[src/rtl/piezo_seq.sv]
// rtl/piezo_seq.sv - tune sequencer and alert arbiter driving the piezo tone generator
module piezo_seq #(
    parameter logic        FAST_SIM = 1'b1,
    parameter logic [27:0] RPT_CNT  = 28'h8F0D180
) (
    input  logic        clk,
    input  logic        rst_n,
    input  logic        too_fast,
    input  logic        batt_low,
    input  logic        en_steer,
    input  logic        tone_rdy,
    input  logic        tone_done,
    output logic        tone_start,
    output logic [14:0] tone_prd,
    output logic [24:0] tone_dur,
    output logic [1:0]  tune_id,
    output logic        busy
);

    typedef enum logic [1:0] {
        IDLE  = 2'd0,
        ISSUE = 2'd1,
        PLAY  = 2'd2
    } state_t;

    localparam logic [1:0]  TUNE_NONE  = 2'd0;
    localparam logic [1:0]  TUNE_FAST  = 2'd1;
    localparam logic [1:0]  TUNE_BATT  = 2'd2;
    localparam logic [1:0]  TUNE_STEER = 2'd3;
    localparam logic [27:0] INC        = FAST_SIM ? 28'd64 : 28'd1;

    state_t      state, state_nxt;
    logic [2:0]  idx, idx_nxt;
    logic [1:0]  tune_nxt;
    logic [27:0] rpt_cntr;
    logic        rpt_pend;
    logic        enter_issue;
    logic        pend_clr;
    logic        start_nxt;

    function automatic logic [14:0] note_prd(input logic [2:0] i);
        case (i)
            3'd0:    note_prd = 15'h7C90;
            3'd1:    note_prd = 15'h5D51;
            3'd2:    note_prd = 15'h4A11;
            3'd3:    note_prd = 15'h3E48;
            3'd4:    note_prd = 15'h4A11;
            3'd5:    note_prd = 15'h3E48;
            default: note_prd = 15'h0000;
        endcase
    endfunction

    function automatic logic [24:0] note_dur(input logic [2:0] i);
        case (i)
            3'd0, 3'd1, 3'd2: note_dur = 25'h07FFFFF;
            3'd3:             note_dur = 25'h0BFFFFF;
            3'd4:             note_dur = 25'h03FFFFF;
            3'd5:             note_dur = 25'h1FFFFFF;
            default:          note_dur = 25'h0000000;
        endcase
    endfunction

    // Repeat timer: a threshold hit in the same cycle as a selection keeps rpt_pend set.
    always_ff @(posedge clk or negedge rst_n) begin
        if (!rst_n) begin
            rpt_cntr <= 28'd0;
            rpt_pend <= 1'b0;
        end else if (rpt_cntr >= RPT_CNT) begin
            rpt_cntr <= 28'd0;
            rpt_pend <= 1'b1;
        end else begin
            rpt_cntr <= rpt_cntr + INC;
            if (pend_clr) begin
                rpt_pend <= 1'b0;
            end
        end
    end

    always_comb begin
        state_nxt   = state;
        idx_nxt     = idx;
        tune_nxt    = tune_id;
        enter_issue = 1'b0;
        pend_clr    = 1'b0;
        start_nxt   = 1'b0;
        case (state)
            IDLE: begin
                if (too_fast) begin
                    tune_nxt    = TUNE_FAST;
                    idx_nxt     = 3'd0;
                    enter_issue = 1'b1;
                end else if (batt_low && rpt_pend) begin
                    tune_nxt    = TUNE_BATT;
                    idx_nxt     = 3'd5;
                    enter_issue = 1'b1;
                end else if (en_steer && rpt_pend) begin
                    tune_nxt    = TUNE_STEER;
                    idx_nxt     = 3'd0;
                    enter_issue = 1'b1;
                end
                pend_clr = enter_issue;
            end
            ISSUE: begin
                if (tone_rdy) begin
                    state_nxt = PLAY;
                    start_nxt = 1'b1;
                end
            end
            PLAY: begin
                // A done coinciding with our own start pulse belongs to the previous note.
                if (tone_done && !tone_start) begin
                    state_nxt = IDLE;
                    tune_nxt  = TUNE_NONE;
                    if (too_fast && tune_id != TUNE_FAST) begin
                        tune_nxt    = TUNE_FAST;
                        idx_nxt     = 3'd0;
                        enter_issue = 1'b1;
                    end else begin
                        case (tune_id)
                            TUNE_FAST: begin
                                if (too_fast) begin
                                    tune_nxt    = TUNE_FAST;
                                    idx_nxt     = (idx == 3'd2) ? 3'd0 : idx + 3'd1;
                                    enter_issue = 1'b1;
                                end
                            end
                            TUNE_STEER: begin
                                if (idx != 3'd5) begin
                                    tune_nxt    = TUNE_STEER;
                                    idx_nxt     = idx + 3'd1;
                                    enter_issue = 1'b1;
                                end
                            end
                            TUNE_BATT: begin
                                if (idx != 3'd0) begin
                                    tune_nxt    = TUNE_BATT;
                                    idx_nxt     = idx - 3'd1;
                                    enter_issue = 1'b1;
                                end
                            end
                            default: ;
                        endcase
                    end
                end
            end
            default: begin
                state_nxt = IDLE;
                tune_nxt  = TUNE_NONE;
            end
        endcase
        if (enter_issue) begin
            state_nxt = ISSUE;
        end
    end

    always_ff @(posedge clk or negedge rst_n) begin
        if (!rst_n) begin
            state      <= IDLE;
            idx        <= 3'd0;
            tune_id    <= TUNE_NONE;
            tone_start <= 1'b0;
            tone_prd   <= 15'd0;
            tone_dur   <= 25'd0;
        end else begin
            state      <= state_nxt;
            idx        <= idx_nxt;
            tune_id    <= tune_nxt;
            tone_start <= start_nxt;
            if (enter_issue) begin
                tone_prd <= note_prd(idx_nxt);
                tone_dur <= note_dur(idx_nxt);
            end else if (state_nxt == IDLE) begin
                tone_prd <= 15'd0;
                tone_dur <= 25'd0;
            end
        end
    end

    assign busy = (state != IDLE);

endmodule
[config.mk]
export PLATFORM = sky130hd
export DESIGN_NAME = piezo_seq
export DESIGN_NICKNAME = d
export VERILOG_FILES = /design/src/rtl/piezo_seq.sv
export SDC_FILE = /design/constraint.sdc
export NUM_CORES = 1
export LEC_CHECK = 0
export ABC_AREA = 1
export CORE_MARGIN = 2
export CORE_UTILIZATION = 45
export DETAILED_ROUTE_END_ITERATION = 10
export PLACE_DENSITY_LB_ADDON = 0.08
export SETUP_SLACK_MARGIN = 0.3
export SYNTH_ARGS = -nofsm -noshare
export SYNTH_HDL_FRONTEND = slang
export SYNTH_SLANG_ARGS = --single-unit
export TNS_END_PERCENT = 20
[constraint.sdc]
create_clock -name clk -period 4.2 [get_ports clk]
set_input_delay 0.42 -clock clk [delete_from_list [all_inputs] [get_ports clk]]
set_output_delay 0.42 -clock clk [all_outputs]
set_load 0.02 [all_outputs]
* Word-level counts from Yosys, hierarchy flattened
Index checks and enable logic that the tools add are counted.
** Storage, ports and cells
- Bits in registers :: 77
- Logic and storage cells :: 91
- Input port bits :: 7
** Operators by class
- Reduce and logical (&&, ||, !) cells :: 16
- $add $sub $neg :: 3
- Bitwise gates (word level) :: 1
- Equal/unequal tests :: 15
- $lt $le $gt $ge :: 1
- Muxes and demuxes :: 47
** Operator list (count)
- 25-bit one-hot mux with 4 select lines :: 1
- 15-bit one-hot mux with 4 select lines :: 1
- 25-bit 2-to-1 mux :: 2
- 15-bit 2-to-1 mux :: 2
- 28-bit by 7-bit adder with 28-bit output (second input constant) :: 1
- 28-bit >= comparator (second input constant) :: 1
- 28-bit 2-to-1 mux :: 1
- 3-bit 2-to-1 mux :: 9
- 2-bit 2-to-1 mux :: 10
- 2-bit one-hot mux with 3 select lines :: 3
- 1-bit 2-to-1 mux :: 14
- 3-bit by 2-bit equality test with 1-bit output (second input constant) :: 3
- 3-bit one-hot mux with 3 select lines :: 1
- 2-bit equality test (second input constant) :: 3
- 3-bit equality test (second input constant) :: 2
- 3-bit one-hot mux with 2 select lines :: 1
- 2-bit nonzero test :: 3
- 2-bit by 1-bit equality test with 1-bit output (second input constant) :: 2
- 1-bit logical AND :: 4
- 2-bit logical NOT :: 2
- 4-bit != test (second input constant) :: 1
- 2-bit OR reduction :: 2
- 3-bit by 1-bit adder with 3-bit output (second input constant) :: 1
- 3-bit by 1-bit equality test with 1-bit output (second input constant) :: 1
- other kinds (12) :: 12

* Depth between registers and ports, before layout
- Word-level depth :: 11
- Mapped depth :: 16

* Worst setup path before layout
Ideal clock, no wire load.
- Path type :: register to register
- Start point :: reg idx[0]
- End point :: reg tone_prd[13]
- Cell stages (with the launch flop) :: 14
- Buffers on the path :: 0
- Slack :: 2531 ps
- Period minus slack after synthesis :: 1669 ps
- Library setup time :: 117 ps
- Arrival :: 1552 ps
- Cells stage by stage :: dfrtp_1 > inv_1 > ha_1 > nand2_1 > nand2_2 > or2_1 > nand3_1 > nand2_1 > nand2_2 > nand3_1 > nand2_2 > inv_2 > nand3_1 > nand2_1
** Between the ends
- Word-level cells in the longest chain between the ends :: 11
- Elaborated cells on any way between the ends :: 35
- Classes of those cells :: add/sub (2); eq/ne (7); mux (20); reduce/logical (6)
** RTL lines
- from (decl) :: line 33 : logic [2:0] idx, idx_nxt;
- from (signal assigned) :: line 166 : idx <= idx_nxt;
- 3-bit by 1-bit adder with 3-bit output or 3-bit by 2-bit equality test with 1-bit output (tied branches) :: line 123, 130
- 3-bit 2-to-1 mux :: line 123 : idx_nxt = (idx == 3'd2) ? 3'd0 : idx + 3'd1;
- 3-bit 2-to-1 mux :: line 121 : if (too_fast) begin
- 3-bit one-hot mux with 3 select lines * :: line 119 : case (tune_id)
- 3-bit 2-to-1 mux * :: line 114 : if (too_fast && tune_id != TUNE_FAST) begin
- 3-bit 2-to-1 mux * :: line 111 : if (tone_done && !tone_start) begin
- 3-bit one-hot mux with 2 select lines * :: line 86 : case (state)
- net idx_nxt[1] :: line 33
- 3-bit equality test or 3-bit by 2-bit equality test with 1-bit output (tied branches) :: line 42 : case (i)
- 2-bit OR reduction (no line)
- 15-bit one-hot mux with 4 select lines * :: line 42
- 15-bit 2-to-1 mux * :: line 169 : if (enter_issue) begin
- to (signal assigned) :: line 170 : tone_prd <= note_prd(idx_nxt);
- to (decl) :: line 14 : output logic [14:0] tone_prd,
Mark *: on every way through the listed nets, which the timed path passes. The rest lies on a longest branch.
A chain may end at the register's enable or synchronous reset.

* Worst setup path in the final report
- Start point :: reg rpt_cntr[18]
- End point :: reg rpt_cntr[16]
** Between the ends
- Word-level cells in the longest chain between the ends :: 2
** RTL lines
- from (decl) :: line 35 : logic [27:0] rpt_cntr;
- from (signal assigned) :: line 72 : rpt_cntr <= rpt_cntr + INC;
- 28-bit >= comparator :: line 68 : end else if (rpt_cntr >= RPT_CNT) begin
- 28-bit 2-to-1 mux :: line 68
Every way passes these cells.

==> reports/qor.yml <==
critical_path:
  cp_max_fo: 23
  worst_r2r_path_depth: 5
  crit_slowest_cell: "nand4_1"
  critPathRequiredTime_ns: 4.39
  crit_arrival_ns: 2.39
  crit_top_cell: "nand4_1"
  cp-start-kind: "flip-flop"
  rr_endpoint: "rpt_cntr[16]"
  slowest_delay_ns: 0.78
  cp-end-kind: "flip-flop"
  critical_path_class: "flip-flop to flip-flop"
  r2r_setup_slack_ns: 2.00
  rr_startpoint: "rpt_cntr[18]"
  path_cells: "inv_1 > nand4_1 > o21ai_0 > nand4_1 > nor3b_1"
timing:
  worst_pin_slew_ns: 0.980
  finalMaxSlewViolations: 0
  min_period_over_period_pct: 52.3
  hold_violations: 0
  fmax_mhz: 455
  tns_ns: 0
  setup_viol: 0
  rsz0062_at_grt: "false"
  finClkSkew_ns: 0.00950
  max_slew_margin_pct: 34.4
  fin_crit_ns: 2.20
min_path:
  holdCritPathClass: "input port to asynchronous set/reset pin"
floorplan:
  dieArea_mm2: 0.00676
  chipHeight_um: 82.2
  boundaryPins: 51
  start_util_pct: 46.5
  dieWidth_um: 82.2
  coreArea_mm2: 0.00592
  rows: 28
cts:
  hold_buffers: 0
  post_cts_buffers: 0
  cts_max_path_buffers: 2
  cts.htree.levels: 2
  cts_buffers: 5
  cts_resized: 0
  tritoncts_num_sinks: 44
  clk_pin_slew_ns: 0.09
  cts_root_buf: "clkbuf_8"
  clk_latency_ns: 0.30
  cts_tree: "built"
synth:
  syn-cell-area_mm2: 0.00275
  postSynth.asyncResetShare_pct: 100
  synth_edf_count: 0
  ys_types: 31
  synth_xor_area_share_pct: 3.18
  synth_top_family_by_area: "simple AND/OR/NAND/NOR gates"
  yosysSeqAreaShare_pct: 40.0
  ys_warn_count: 0
  synth-seq-cells: 44
  synth_compound_area_share_pct: 6.23
  dominantRegCellSynth: "dfrtp_1"
  synth_cells: 364
  yosys.area_share.simple_pct: 32.3
  synthesis.area_per_instance_um2: 7.56
  muxShareOfSynthArea_pct: 0
  synthAdderAreaFrac_pct: 3.64
flow_run:
  cap_violations: 0
drt:
  num_vias: 2188
  vias_per_cell: 4.71
  dr.pass1.iters: 4
  first_iter_violations: 134
  drc: 0
  ant_nets: 0
  post_drt_wl_per_cell_um: 11.4
  drt_wl_total_mm: 5.31
placement:
  gp_congestion: 0.890
  dp_hpwl_mm: 4.04
  port_buffers: 47
layout:
  diodes: 0
  area_growth_pct: 16.5
  fin_nets: 404
  drive_gt1_share_pct: 8.97
power_and_ir_drop:
  irDropWorstVdd_v: 0.000332
  finalPower_mw: 2.05
  p_per_area_mw_per_mm2: 640
  leakage_nw: 1.51
grt:
  overflow: 0
  antenna_found_initial: 0
  grt_max_degree: 45
  globalRouteTotalUtil_pct: 17.0
  grt_pass1_wl_mm: 8.85
  first_global_vias: 2021
outcome:
  status: "finished clean"
-- worst max-delay path, delay by kind of cell (launching register included) --
kind            cells  cell delay (ns)
compound gates      1             0.18
simple gates        3             1.37
flops               1             0.40
buf+inv             1             0.13
-- synthesized netlist by cell type, types with 3 or more instances --
cell type / number / area (um^2)
dfrtp_1: 44 / 1100
xor2_1: 9 / 78.8
nand3_1: 18 / 90.1
nand2_2: 9 / 56.3
o21ai_1: 5 / 25.0
nand2_1: 83 / 312
nor3_1: 13 / 65.1
buf_4: 27 / 203
inv_1: 40 / 150
inv_2: 6 / 22.5
a21oi_1: 5 / 25.0
nor2_1: 47 / 176
o21ai_0: 11 / 55.1
nor2_2: 4 / 25.0
ha_1: 8 / 100
nand4_1: 8 / 50.1
a31oi_1: 3 / 18.8
nor3b_1: 7 / 52.6
-- metrics by stage --
step	hold slack (ns)	utilization, %	cell area, um^2	instances	setup slack, ns
final	0.256	54.2	3210	465	2.00
after global routing	0.360	54.2	3210	465	1.69
after CTS	0.311	54.2	3210	465	1.92
after detailed placement	0.471	52.2	3090	457	1.92
after global placement	0.469	52.2	3090	457	1.93
after floorplan	0.124	-	2760	366	2.53
-- flip-flops by register name (all words and copies together), names as in the netlist --
name / flops
rpt_cntr: 22
tune_id: 2
tone_dur: 4
tone_start: 1
tone_prd: 9
state: 2
rpt_pend: 1
idx: 3
-- area by class of cell --
class	instances	area, um^2
clock buffer	5	68.8
fill	580	2710
sequential	44	1100
inverter	46	173
timing repair buffer	47	465
multi-input combinational	245	1260
clock inverter	3	46.3
tap	75	93.8
-- routing by layer --
metal | part of all wire [%] | GRT usage [%] | vias to the layer above
met2 | 48 | 29.5 | 27
met1 | 48 | 20.7 | 987
met4 | 1.7 | 6.33 | 0
met5 | 0 | 0 | -
met3 | 2.5 | 3.48 | 11
li1 | - | - | 1163
-- worst max-delay path by stage --
stage / startpoint / to / slack, ns / cells past startpoint
2_1_floorplan: idx[0] / tone_prd[13] / 2.53 / 13
3_3_place_gp: too_fast / tone_prd[4] / 1.93 / 12
3_5_place_dp: rpt_cntr[18] / rpt_cntr[9] / 1.92 / 5
4_1_cts: rpt_cntr[18] / rpt_cntr[16] / 1.92 / 5
5_1_grt: rpt_cntr[18] / rpt_cntr[18] / 1.69 / 5
6_report: rpt_cntr[18] / rpt_cntr[16] / 2.00 / 5
-- cells in the final DEF, fill, tap and decap left out, types with 2 or more instances in the layout --
| cell | synthesis | final |
|---|---|---|
| nor2_1 | 47 | 47 |
| dfrtp_1 | 44 | 44 |
| a31oi_1 | 3 | 3 |
| inv_2 | 6 | 6 |
| ha_1 | 8 | 8 |
| o31ai_1 | 2 | 2 |
| nand4_1 | 8 | 8 |
| nor2_4 | 2 | 2 |
| o21ai_1 | 5 | 5 |
| nor3_1 | 13 | 13 |
| conb_1 | 1 | 3 |
| o21ai_0 | 11 | 11 |
| clkdlybuf4s50_1 | 0 | 46 |
| inv_1 | 40 | 40 |
| nor3b_1 | 7 | 7 |
| nor3_2 | 2 | 2 |
| a21oi_1 | 5 | 5 |
| clkbuf_8 | 0 | 5 |
| nand2_1 | 83 | 83 |
| nor2_2 | 4 | 4 |
| nand2_2 | 9 | 9 |
| nand3_1 | 18 | 18 |
| xor2_1 | 9 | 9 |
-- report_power, final --
group,total (mW),internal [mW],switching (mW),leakage [nW]
Sequential,0.601,0.507,0.0939,0.577
Combinational,1.11,0.455,0.658,0.876
Clock,0.336,0.179,0.157,0.0548
Total,2.05,1.14,0.909,1.51
-- cells by family (layout without fill, tap and decap cells) --
family	count (synthesis)	in the layout
flops	44	44
compound gates	29	29
simple gates	195	195
other cells	1	3
buf+inv	77	101
xor+xnor	10	10
fa+ha+maj	8	8
Power figures use the tool's default switching activity.
